[src/rtl/prog_sequencer_pkg.sv]
// Shared opcode map, sequencer state encoding and issue-flag helper for the
// 1-bit ICU front end; the ICU controller imports the same constants.
package prog_sequencer_pkg;

    typedef logic [3:0] opcode_t;

    localparam opcode_t OP_NOPO = 4'h0;
    localparam opcode_t OP_LD   = 4'h1;
    localparam opcode_t OP_LDC  = 4'h2;
    localparam opcode_t OP_AND  = 4'h3;
    localparam opcode_t OP_ANDC = 4'h4;
    localparam opcode_t OP_OR   = 4'h5;
    localparam opcode_t OP_ORC  = 4'h6;
    localparam opcode_t OP_XNOR = 4'h7;
    localparam opcode_t OP_STO  = 4'h8;
    localparam opcode_t OP_STOC = 4'h9;
    localparam opcode_t OP_IEN  = 4'hA;
    localparam opcode_t OP_OEN  = 4'hB;
    localparam opcode_t OP_JMP  = 4'hC;
    localparam opcode_t OP_RTN  = 4'hD;
    localparam opcode_t OP_SKZ  = 4'hE;
    localparam opcode_t OP_NOPF = 4'hF;

    typedef enum logic {
        ST_FETCH = 1'b0,
        ST_ISSUE = 1'b1
    } state_t;

    typedef struct packed {
        logic o;
        logic f;
        logic jmp;
        logic rtn;
    } flags_t;

    function automatic flags_t issue_flags(input opcode_t op);
        flags_t fl;
        fl     = '0;
        fl.o   = (op == OP_NOPO);
        fl.f   = (op == OP_NOPF);
        fl.jmp = (op == OP_JMP);
        fl.rtn = (op == OP_RTN);
        return fl;
    endfunction

endpackage

[src/rtl/prog_sequencer_if.sv]
// Program-memory fetch bus: req held until ack, addr stable while req is high,
// data = {opcode, jump target} valid only in the ack cycle.
interface prog_sequencer_if #(
    parameter int AW = 8
);
    logic          mem_req;
    logic [AW-1:0] mem_addr;
    logic          mem_ack;
    logic [AW+3:0] mem_data;

    modport master (
        output mem_req,
        output mem_addr,
        input  mem_ack,
        input  mem_data
    );

    modport slave (
        input  mem_req,
        input  mem_addr,
        output mem_ack,
        output mem_data
    );
endinterface

[src/rtl/prog_sequencer_ret_stack.sv]
// Return-address LIFO, SD entries of AW bits; push/pop take effect on the next
// edge, dout shows the top entry combinationally; push when full / pop when empty are dropped.
module ret_stack #(
    parameter int AW = 8,
    parameter int SD = 4
) (
    input  logic          clk,
    input  logic          rst,
    input  logic          push,
    input  logic          pop,
    input  logic [AW-1:0] din,
    output logic [AW-1:0] dout,
    output logic          full,
    output logic          empty
);
    localparam int IW = (SD > 1) ? $clog2(SD) : 1;
    localparam int CW = $clog2(SD + 1);

    logic [AW-1:0] entries [SD];
    logic [CW-1:0] cnt;
    logic [IW-1:0] wr_idx;
    logic [IW-1:0] top_idx;

    assign wr_idx  = IW'(cnt);
    assign top_idx = IW'(cnt - CW'(1));
    assign full    = (cnt == CW'(SD));
    assign empty   = (cnt == '0);
    assign dout    = entries[top_idx];

    always_ff @(posedge clk) begin
        if (rst) begin
            cnt <= '0;
        end else if (push && !full) begin
            cnt <= cnt + CW'(1);
        end else if (pop && !empty) begin
            cnt <= cnt - CW'(1);
        end
    end

    // Storage needs no reset: an entry is only read after it has been pushed.
    always_ff @(posedge clk) begin
        if (push && !full) begin
            entries[wr_idx] <= din;
        end
    end

endmodule

[src/rtl/prog_sequencer.sv]
// Fetch/issue sequencer feeding the 1-bit ICU: one opcode per 2 cycles minimum, issue
// one cycle after mem_ack; fetch waits indefinitely for ack, no backpressure from the ICU.
module prog_sequencer
    import prog_sequencer_pkg::*;
#(
    parameter int AW = 8,
    parameter int SD = 4
) (
    input  logic                    clk,
    input  logic                    rst,
    prog_sequencer_if.master        mem,
    input  logic                    rr,
    output logic [3:0]              inst,
    output logic                    inst_valid,
    output logic                    flag_o,
    output logic                    flag_f,
    output logic                    flag_jmp,
    output logic                    flag_rtn,
    output logic                    stk_err
);

    state_t        state_q, state_nxt;
    logic [AW-1:0] pc_q, pc_nxt;
    logic [AW+3:0] ir_q, ir_nxt;
    logic          skip_q, skip_nxt;
    logic          req_q, req_nxt;
    logic [3:0]    inst_q, inst_nxt;
    logic          vld_q, vld_nxt;
    flags_t        flags_q, flags_nxt;
    logic          err_q, err_nxt;

    logic          push;
    logic          pop;
    logic [AW-1:0] stk_dout;
    logic          stk_full;
    logic          stk_empty;

    opcode_t       fetch_op;
    opcode_t       ir_op;
    logic [AW-1:0] ir_tgt;
    logic [AW-1:0] pc_inc;

    assign fetch_op = mem.mem_data[AW+3:AW];
    assign ir_op    = ir_q[AW+3:AW];
    assign ir_tgt   = ir_q[AW-1:0];
    assign pc_inc   = pc_q + AW'(1);

    ret_stack #(
        .AW (AW),
        .SD (SD)
    ) u_ret_stack (
        .clk   (clk),
        .rst   (rst),
        .push  (push),
        .pop   (pop),
        .din   (pc_inc),
        .dout  (stk_dout),
        .full  (stk_full),
        .empty (stk_empty)
    );

    // Issue-cycle outputs are computed at the ack edge so the ICU sees a
    // registered opcode for the whole ISSUE cycle, including its falling edge.
    always_comb begin
        state_nxt = state_q;
        pc_nxt    = pc_q;
        ir_nxt    = ir_q;
        skip_nxt  = skip_q;
        req_nxt   = req_q;
        inst_nxt  = '0;
        vld_nxt   = 1'b0;
        flags_nxt = '0;
        err_nxt   = err_q;
        push      = 1'b0;
        pop       = 1'b0;

        case (state_q)
            ST_FETCH: begin
                if (req_q && mem.mem_ack) begin
                    state_nxt = ST_ISSUE;
                    req_nxt   = 1'b0;
                    ir_nxt    = mem.mem_data;
                    vld_nxt   = 1'b1;
                    if (!skip_q) begin
                        inst_nxt  = fetch_op;
                        flags_nxt = issue_flags(fetch_op);
                    end
                end else begin
                    req_nxt = 1'b1;
                end
            end

            ST_ISSUE: begin
                state_nxt = ST_FETCH;
                req_nxt   = 1'b1;
                skip_nxt  = 1'b0;
                pc_nxt    = pc_inc;
                if (!skip_q) begin
                    case (ir_op)
                        OP_JMP: begin
                            pc_nxt = ir_tgt;
                            if (stk_full) begin
                                err_nxt = 1'b1;
                            end else begin
                                push = 1'b1;
                            end
                        end
                        OP_RTN: begin
                            skip_nxt = 1'b1;
                            if (stk_empty) begin
                                pc_nxt  = '0;
                                err_nxt = 1'b1;
                            end else begin
                                pop    = 1'b1;
                                pc_nxt = stk_dout;
                            end
                        end
                        OP_SKZ: begin
                            skip_nxt = ~rr;
                        end
                        default: begin
                        end
                    endcase
                end
            end

            default: begin
                state_nxt = ST_FETCH;
            end
        endcase
    end

    always_ff @(posedge clk) begin
        if (rst) begin
            state_q <= ST_FETCH;
            pc_q    <= '0;
            ir_q    <= '0;
            skip_q  <= 1'b0;
            req_q   <= 1'b0;
            inst_q  <= '0;
            vld_q   <= 1'b0;
            flags_q <= '0;
            err_q   <= 1'b0;
        end else begin
            state_q <= state_nxt;
            pc_q    <= pc_nxt;
            ir_q    <= ir_nxt;
            skip_q  <= skip_nxt;
            req_q   <= req_nxt;
            inst_q  <= inst_nxt;
            vld_q   <= vld_nxt;
            flags_q <= flags_nxt;
            err_q   <= err_nxt;
        end
    end

    assign mem.mem_req  = req_q;
    assign mem.mem_addr = pc_q;
    assign inst         = inst_q;
    assign inst_valid   = vld_q;
    assign flag_o       = flags_q.o;
    assign flag_f       = flags_q.f;
    assign flag_jmp     = flags_q.jmp;
    assign flag_rtn     = flags_q.rtn;
    assign stk_err      = err_q;

endmodule

[src/flat_wrapper.sv]
// flat-port wrapper written by rule: the top's interface ports become plain ports
module prog_sequencer_flat import prog_sequencer_pkg::*;
#(
    parameter int AW = 8,
    parameter int SD = 4
)
  (clk, rst, rr, inst, inst_valid, flag_o, flag_f, flag_jmp, flag_rtn, stk_err, mem_mem_req, mem_mem_addr, mem_mem_ack, mem_mem_data);
  prog_sequencer_if #(.AW(AW)) mem_i ();
  input  logic clk;
  input  logic rst;
  input  logic rr;
  output logic [3:0] inst;
  output logic inst_valid;
  output logic flag_o;
  output logic flag_f;
  output logic flag_jmp;
  output logic flag_rtn;
  output logic stk_err;
  output wire logic [$bits(mem_i.mem_req)-1:0] mem_mem_req;
  output wire logic [$bits(mem_i.mem_addr)-1:0] mem_mem_addr;
  input wire logic [$bits(mem_i.mem_ack)-1:0] mem_mem_ack;
  input wire logic [$bits(mem_i.mem_data)-1:0] mem_mem_data;
  assign mem_mem_req = mem_i.mem_req;
  assign mem_mem_addr = mem_i.mem_addr;
  assign mem_i.mem_ack = mem_mem_ack;
  assign mem_i.mem_data = mem_mem_data;
  prog_sequencer #(.AW(AW), .SD(SD)) u_core (.clk(clk), .rst(rst), .mem(mem_i), .rr(rr), .inst(inst), .inst_valid(inst_valid), .flag_o(flag_o), .flag_f(flag_f), .flag_jmp(flag_jmp), .flag_rtn(flag_rtn), .stk_err(stk_err));
endmodule
[config.mk]
export PLATFORM = sky130hd
export DESIGN_NAME = prog_sequencer_flat
export DESIGN_NICKNAME = d
export VERILOG_FILES = /design/src/rtl/prog_sequencer_pkg.sv /design/src/rtl/prog_sequencer_if.sv /design/src/rtl/prog_sequencer_ret_stack.sv /design/src/rtl/prog_sequencer.sv /design/src/flat_wrapper.sv
export SDC_FILE = /design/constraint.sdc
export NUM_CORES = 1
export LEC_CHECK = 0
export CELL_PAD_IN_SITES_DETAIL_PLACEMENT = 1
export CELL_PAD_IN_SITES_GLOBAL_PLACEMENT = 2
export CORE_MARGIN = 5
export CORE_UTILIZATION = 34
export DETAILED_ROUTE_END_ITERATION = 16
export PLACE_DENSITY_LB_ADDON = 0.08
export RECOVER_POWER = 50
export SYNTH_ARGS = -nofsm -noshare
export SYNTH_HDL_FRONTEND = slang
export SYNTH_SLANG_ARGS = --single-unit
export TNS_END_PERCENT = 1
[constraint.sdc]
create_clock -name clk -period 2.2 [get_ports clk]
set_input_delay 0.66 -clock clk [delete_from_list [all_inputs] [get_ports clk]]
set_output_delay 0.66 -clock clk [all_outputs]
set_load 0.02 [all_outputs]
==> results.py, run 1 <==
metrics = {
    "status": {
        "outcome": "complete, no violations",
    },
    "die": {
        "ios": 35,
        "core_area_um2": 8130,
        "start_util_pct": 34.4,
        "die_h_um": 101,
        "die_area_um2": 10200,
        "die_w_um": 101,
        "rows": 33,
    },
    "global_route": {
        "grt_usage_pct": 15.1,
        "grt_overflow": 0,
        "grt_pass1_vias": 2146,
        "antenna_found_initial": 0,
        "grt_start_max_net_pins": 14,
        "grt_pass1_wl_um": 11400,
    },
    "detailed_routing": {
        "dr.first_iter.drc_count": 59,
        "routed_wl_um": 6990,
        "wl_per_cell_um": 18.6,
        "vias_per_cell": 5.21,
        "drtPass1Iterations": 4,
        "vias": 1954,
        "drc": 0,
        "antenna_left": 0,
    },
    "yosys": {
        "synthDistinctLibCells": 46,
        "syn_area_um2": 2800,
        "ys.flop_type": "dfxtp_1",
        "synth-edff-count": 32,
        "synth-seq-cells": 67,
        "synthCells": 213,
        "avgSynthCellArea_um2": 13.1,
        "yosysTopAreaCell": "edfxtp_1",
        "synthTopCellsByArea": "edfxtp_1, dfxtp_1, mux4_2",
        "ys_seq_area_share_pct": 59.3,
        "syn_nets": 235,
        "synth_top_area_share_pct": 34.3,
        "ys_async_sr_fraction_pct": 0,
        "synth_warnings": 0,
    },
    "placement": {
        "dp_hpwl_um": 5070,
        "place_ws_ps": 78.8,
        "gp_congestion": 0.716,
        "port_buffers": 34,
    },
    "sta": {
        "period_share_pct": 96.7,
        "timing.final.ws_setup_ps": 72.3,
        "min_period_ps": 2130,
        "tightestPinTransition_ps": 600,
        "max_freq_ghz": 0.470,
        "setup_violations": 0,
        "tns_ps": 0,
        "hold_viol": 0,
        "maxSlewViolCount": 0,
        "timing.slew.headroom_pct": 60.0,
        "grt_setup_unrepaired": "false",
        "fin_skew_ps": 9.26,
    },
    "layout": {
        "fin_nets": 287,
        "diodes": 0,
        "post-route-util_pct": 43.1,
        "syn_to_final_growth_pct": 25.3,
        "layout_commonest_cell": "dfxtp_1",
        "drive_gt1_share_pct": 15.9,
        "final_cell_mix": "dfxtp_1, clkdlybuf4s50_1, edfxtp_1",
    },
    "critical_path": {
        "path_cells": "clkdlybuf4s50_1",
        "critPathTopFamily": "buffers and inverters",
        "end_kind": "output pin",
        "worstPathMaxFanout": 6,
        "start_kind": "flip-flop",
        "r2r-start": "u_core.u_ret_stack.cnt[0]$_SDFFE_PP0P_",
        "cp-startpoint": "u_core.mem.mem_addr[1]$_SDFFE_PP0P_",
        "worstSetupPathType": "reg -> out",
        "crit_slowest_cell": "clkdlybuf4s50_1",
        "max_stage_delay_ps": 660,
        "worstPathArrival_ps": 1470,
        "critPathBufInv": 1,
        "required_ps": 1540,
    },
    "clocking": {
        "cts_resized": 0,
        "clock_path_buffers": 2,
        "cts_buffers": 9,
        "insertion_delay_ps": 340,
        "cts_max_level": 3,
        "cts_tree": "done",
        "cts_sinks": 67,
        "cts_setup_buffers": 0,
        "postCtsHoldBufs": 0,
        "cts.clk_slew.worst_paths_ps": 70,
        "cts_root_buffer": "clkbuf_8",
    },
    "worst_hold_path": {
        "hp-class": "reg -> reg",
        "worstHoldStart": "u_core.stk_err$_SDFFE_PP0P_",
    },
    "pwr": {
        "power.density_nw_per_um2": 702,
        "p_leak_nw": 1.23,
        "vdd_drop_max_v": 0.000249,
    },
    "run": {
        "cap_violations": 0,
    },
}
[through the flow]
step | power (mW) | instances | hold WS, ps | instance area [um^2]
floorplan | 1.42 | 213 | 449 | 2800
global placement | 1.49 | 359 | 469 | 3340
detailed placement | 1.49 | 359 | 472 | 3340
CTS | 2.50 | 375 | 493 | 3540
global route | 2.57 | 375 | 515 | 3510
finish | 2.46 | 375 | 489 | 3510
[kinds of logic after synthesis]
kind of cell,Yosys count,share of synthesized area (%)
buffers and inverters,19,2.82
flip-flops,67,59.3
AND/OR/NAND/NOR,60,12.9
multiplexers,8,6.43
adder cells (fa/ha/maj),6,2.68
XOR/XNOR,8,2.50
AO/OA/AOI/OAI,45,13.3
[flip-flops by register name (all words and copies together) (netlist names), 3 cells and up]
register and cells:
u_core.u_ret_stack.cnt 3, u_core.inst 4, u_core.u_ret_stack.entries 32, u_core.ir_q 12
u_core.mem.mem_addr 8
[where the power goes]
part           internal, mW  total, mW  switching, mW
Sequential             1.32       1.33         0.0181
Combinational        0.0600      0.122         0.0624
Clock                 0.525       1.01          0.481
[layer usage]
metal  share of wire, %  global-route usage, %  vias to the layer above
li1                   -                      -                      935
met1                 47                   20.7                      971
met2                 46                   22.2                       32
met3                3.0                   2.70                       16
met4                3.7                   8.91                        0
met5                  0                      0                        -
[path summary, 6_finish.rpt]
path | to | slack [ps] | cells past startpoint
worst max-delay path | mem_mem_addr[1] | 70 | 1
worst min-delay path | u_core.stk_err$_SDFFE_PP0P_ | 490 | 1
worst max register to register | u_core.u_ret_stack.entries[1][4]$_DFFE_PP_ | 200 | 6
worst min register to register | u_core.stk_err$_SDFFE_PP0P_ | 490 | 1
[worst register-to-register path, stage by stage, from the launching register on]
cell     delay, ps
dfxtp_1        330
inv_1           90
ha_1           240
a21o_1         230
nor3_1         160
buf_4          170
and2_1         420
[synth_stat cells, types with 2 or more instances]
library cell / number
nand2_1: 8
o21ai_0: 6
a21oi_1: 6
buf_2: 2
a21o_1: 2
nor2_1: 7
clkbuf_1: 2
o22ai_1: 2
nor4_1: 2
nor2b_1: 2
mux4_2: 8
ha_1: 6
nand4_1: 2
and3_1: 2
nor3_1: 10
inv_1: 10
a22o_1: 12
nor3b_1: 3
xor2_1: 3
a221oi_1: 8
a2111oi_2: 3
nand3_1: 6
and2_1: 8
inv_2: 2
edfxtp_1: 32
xnor2_1: 5
dfxtp_1: 35
[cell type report]
class / count / area, um^2
Clock buffer: 10 / 128
Clock inverter: 6 / 66.3
Fill cell: 861 / 4620
Inverter: 12 / 45.0
Multi-Input combinational cell: 127 / 1040
Sequential cell: 67 / 1660
Tap cell: 105 / 131
Timing Repair Buffer: 48 / 435
Power figures use the tool's default switching activity.
==> inputs of run 2 (changes only) <==
- PLACE_DENSITY_LB_ADDON: 0.08 -> 0.2
==> results.py, run 2 (same netlist as run 1, synthesis figures left out) <==
metrics = {
    "status": {
        "outcome": "complete, no violations",
    },
    "sta": {
        "tns_ps": 0,
        "grt_setup_unrepaired": "false",
        "tightestPinTransition_ps": 652,
        "min_period_ps": 2130,
        "period_share_pct": 96.8,
        "setup_violations": 0,
        "fin_skew_ps": 8.55,
        "hold_viol": 0,
        "timing.slew.headroom_pct": 56.5,
        "max_freq_ghz": 0.469,
        "timing.final.ws_setup_ps": 69.8,
        "maxSlewViolCount": 0,
    },
    "detailed_routing": {
        "routed_wl_um": 7330,
        "drc": 0,
        "dr.first_iter.drc_count": 83,
        "vias_per_cell": 5.20,
        "drtPass1Iterations": 4,
        "antenna_left": 0,
        "wl_per_cell_um": 19.4,
        "vias": 1964,
    },
    "die": {
        "core_area_um2": 8130,
        "die_w_um": 101,
        "rows": 33,
        "ios": 35,
        "die_h_um": 101,
        "die_area_um2": 10200,
        "start_util_pct": 34.4,
    },
    "critical_path": {
        "ff2ff_setup_slack_ps": 200,
        "worstPathArrival_ps": 1470,
        "end_kind": "output pin",
        "max_stage_delay_ps": 660,
        "required_ps": 1540,
        "r2r-start": "u_core.u_ret_stack.cnt[0]$_SDFFE_PP0P_",
        "worstSetupPathType": "reg -> out",
        "cp-startpoint": "u_core.mem.mem_addr[1]$_SDFFE_PP0P_",
        "worstPathMaxFanout": 6,
        "start_kind": "flip-flop",
        "crit_slowest_cell": "clkdlybuf4s50_1",
        "path_cells": "clkdlybuf4s50_1",
        "critPathTopFamily": "buffers and inverters",
        "critPathBufInv": 1,
    },
    "layout": {
        "nFillCells": 840,
        "largest_reg_flops": 32,
        "layout_commonest_cell": "dfxtp_1",
        "drive_gt1_share_pct": 16.1,
        "syn_to_final_growth_pct": 29.0,
        "fin_nets": 290,
        "final_cell_mix": "dfxtp_1, edfxtp_1, clkdlybuf4s50_1",
        "diodes": 0,
        "post-route-util_pct": 44.4,
        "fin_cells": 378,
        "largest_register": "u_core.u_ret_stack.entries",
    },
    "placement": {
        "dp_hpwl_um": 5200,
        "place_ws_ps": 178,
        "port_buffers": 34,
        "gp_congestion": 0.693,
        "placedCellCount": 362,
    },
    "clocking": {
        "cts_sinks": 67,
        "cts_buffers": 9,
        "cts_setup_buffers": 0,
        "insertion_delay_ps": 340,
        "cts_tree": "done",
        "cts_max_level": 3,
        "cts.clk_slew.worst_paths_ps": 80,
        "cts_root_buffer": "clkbuf_8",
        "clock_path_buffers": 2,
    },
    "global_route": {
        "antenna_found_initial": 0,
        "grt_start_max_net_pins": 14,
        "grt_pass1_vias": 2151,
        "grt_usage_pct": 15.9,
        "grt_pass1_wl_um": 11900,
        "grt_overflow": 0,
    },
    "pwr": {
        "power.density_nw_per_um2": 747,
        "p_leak_nw": 1.28,
        "power.total_mw": 2.70,
        "vdd_drop_max_v": 0.000493,
    },
    "worst_hold_path": {
        "hp-class": "reg -> reg",
        "worstHoldStart": "u_core.stk_err$_SDFFE_PP0P_",
    },
    "run": {
        "cap_violations": 0,
    },
}
==> run 2: timing repair <==
item                                    in CTS  in global routing
endpoints found under the setup margin       0                  1
resized for setup                            0                  1
hold buffers                                 0                  0
endpoints found under the hold margin        0                  0
==> run 2: cell type report <==
type | count | area (um^2) | area share (%)
clock buffer | 9 | 124 | 3.43
clock inverter | 7 | 115 | 3.19
inverter | 12 | 45.0 | 1.25
multi-input combinational | 127 | 1040 | 28.9
sequential | 67 | 1660 | 46.0
tap | 105 | 131 | 3.64
timing repair buffer | 51 | 493 | 13.6
==> run 2: path summary, 6_finish.rpt <==
check	end	cells past startpoint
worst max-delay path	mem_mem_addr[1]	1
worst min-delay path	u_core.stk_err$_SDFFE_PP0P_	1
worst max register to register	u_core.mem.mem_addr[6]$_SDFFE_PP0P_	5
worst min register to register	u_core.stk_err$_SDFFE_PP0P_	1
==> run 2: per-layer routing <==
| layer | share of wire [%] | up-vias | track usage [%] |
|---|---|---|---|
| met4 | 1.7 | 0 | 5.80 |
| met1 | 46 | 994 | 20.9 |
| li1 | - | 930 | - |
| met2 | 48 | 31 | 25.1 |
| met5 | 0 | - | 0 |
| met3 | 3.7 | 9 | 4.22 |
==> run 2: power breakdown <==
part	switching (mW)	leakage [nW]	internal (mW)
registers	0.0179	0.578	1.32
clock network	0.485	0.117	0.751
logic	0.0662	0.588	0.0615
total	0.569	1.28	2.13
==> run 2: stage by stage <==
step / hold WS [ps] / area, um^2
final: 491 / 3610
after global routing: 526 / 3610
after CTS: 495 / 3640
after detailed placement: 476 / 3400
after global placement: 466 / 3400
after floorplan: 449 / 2800
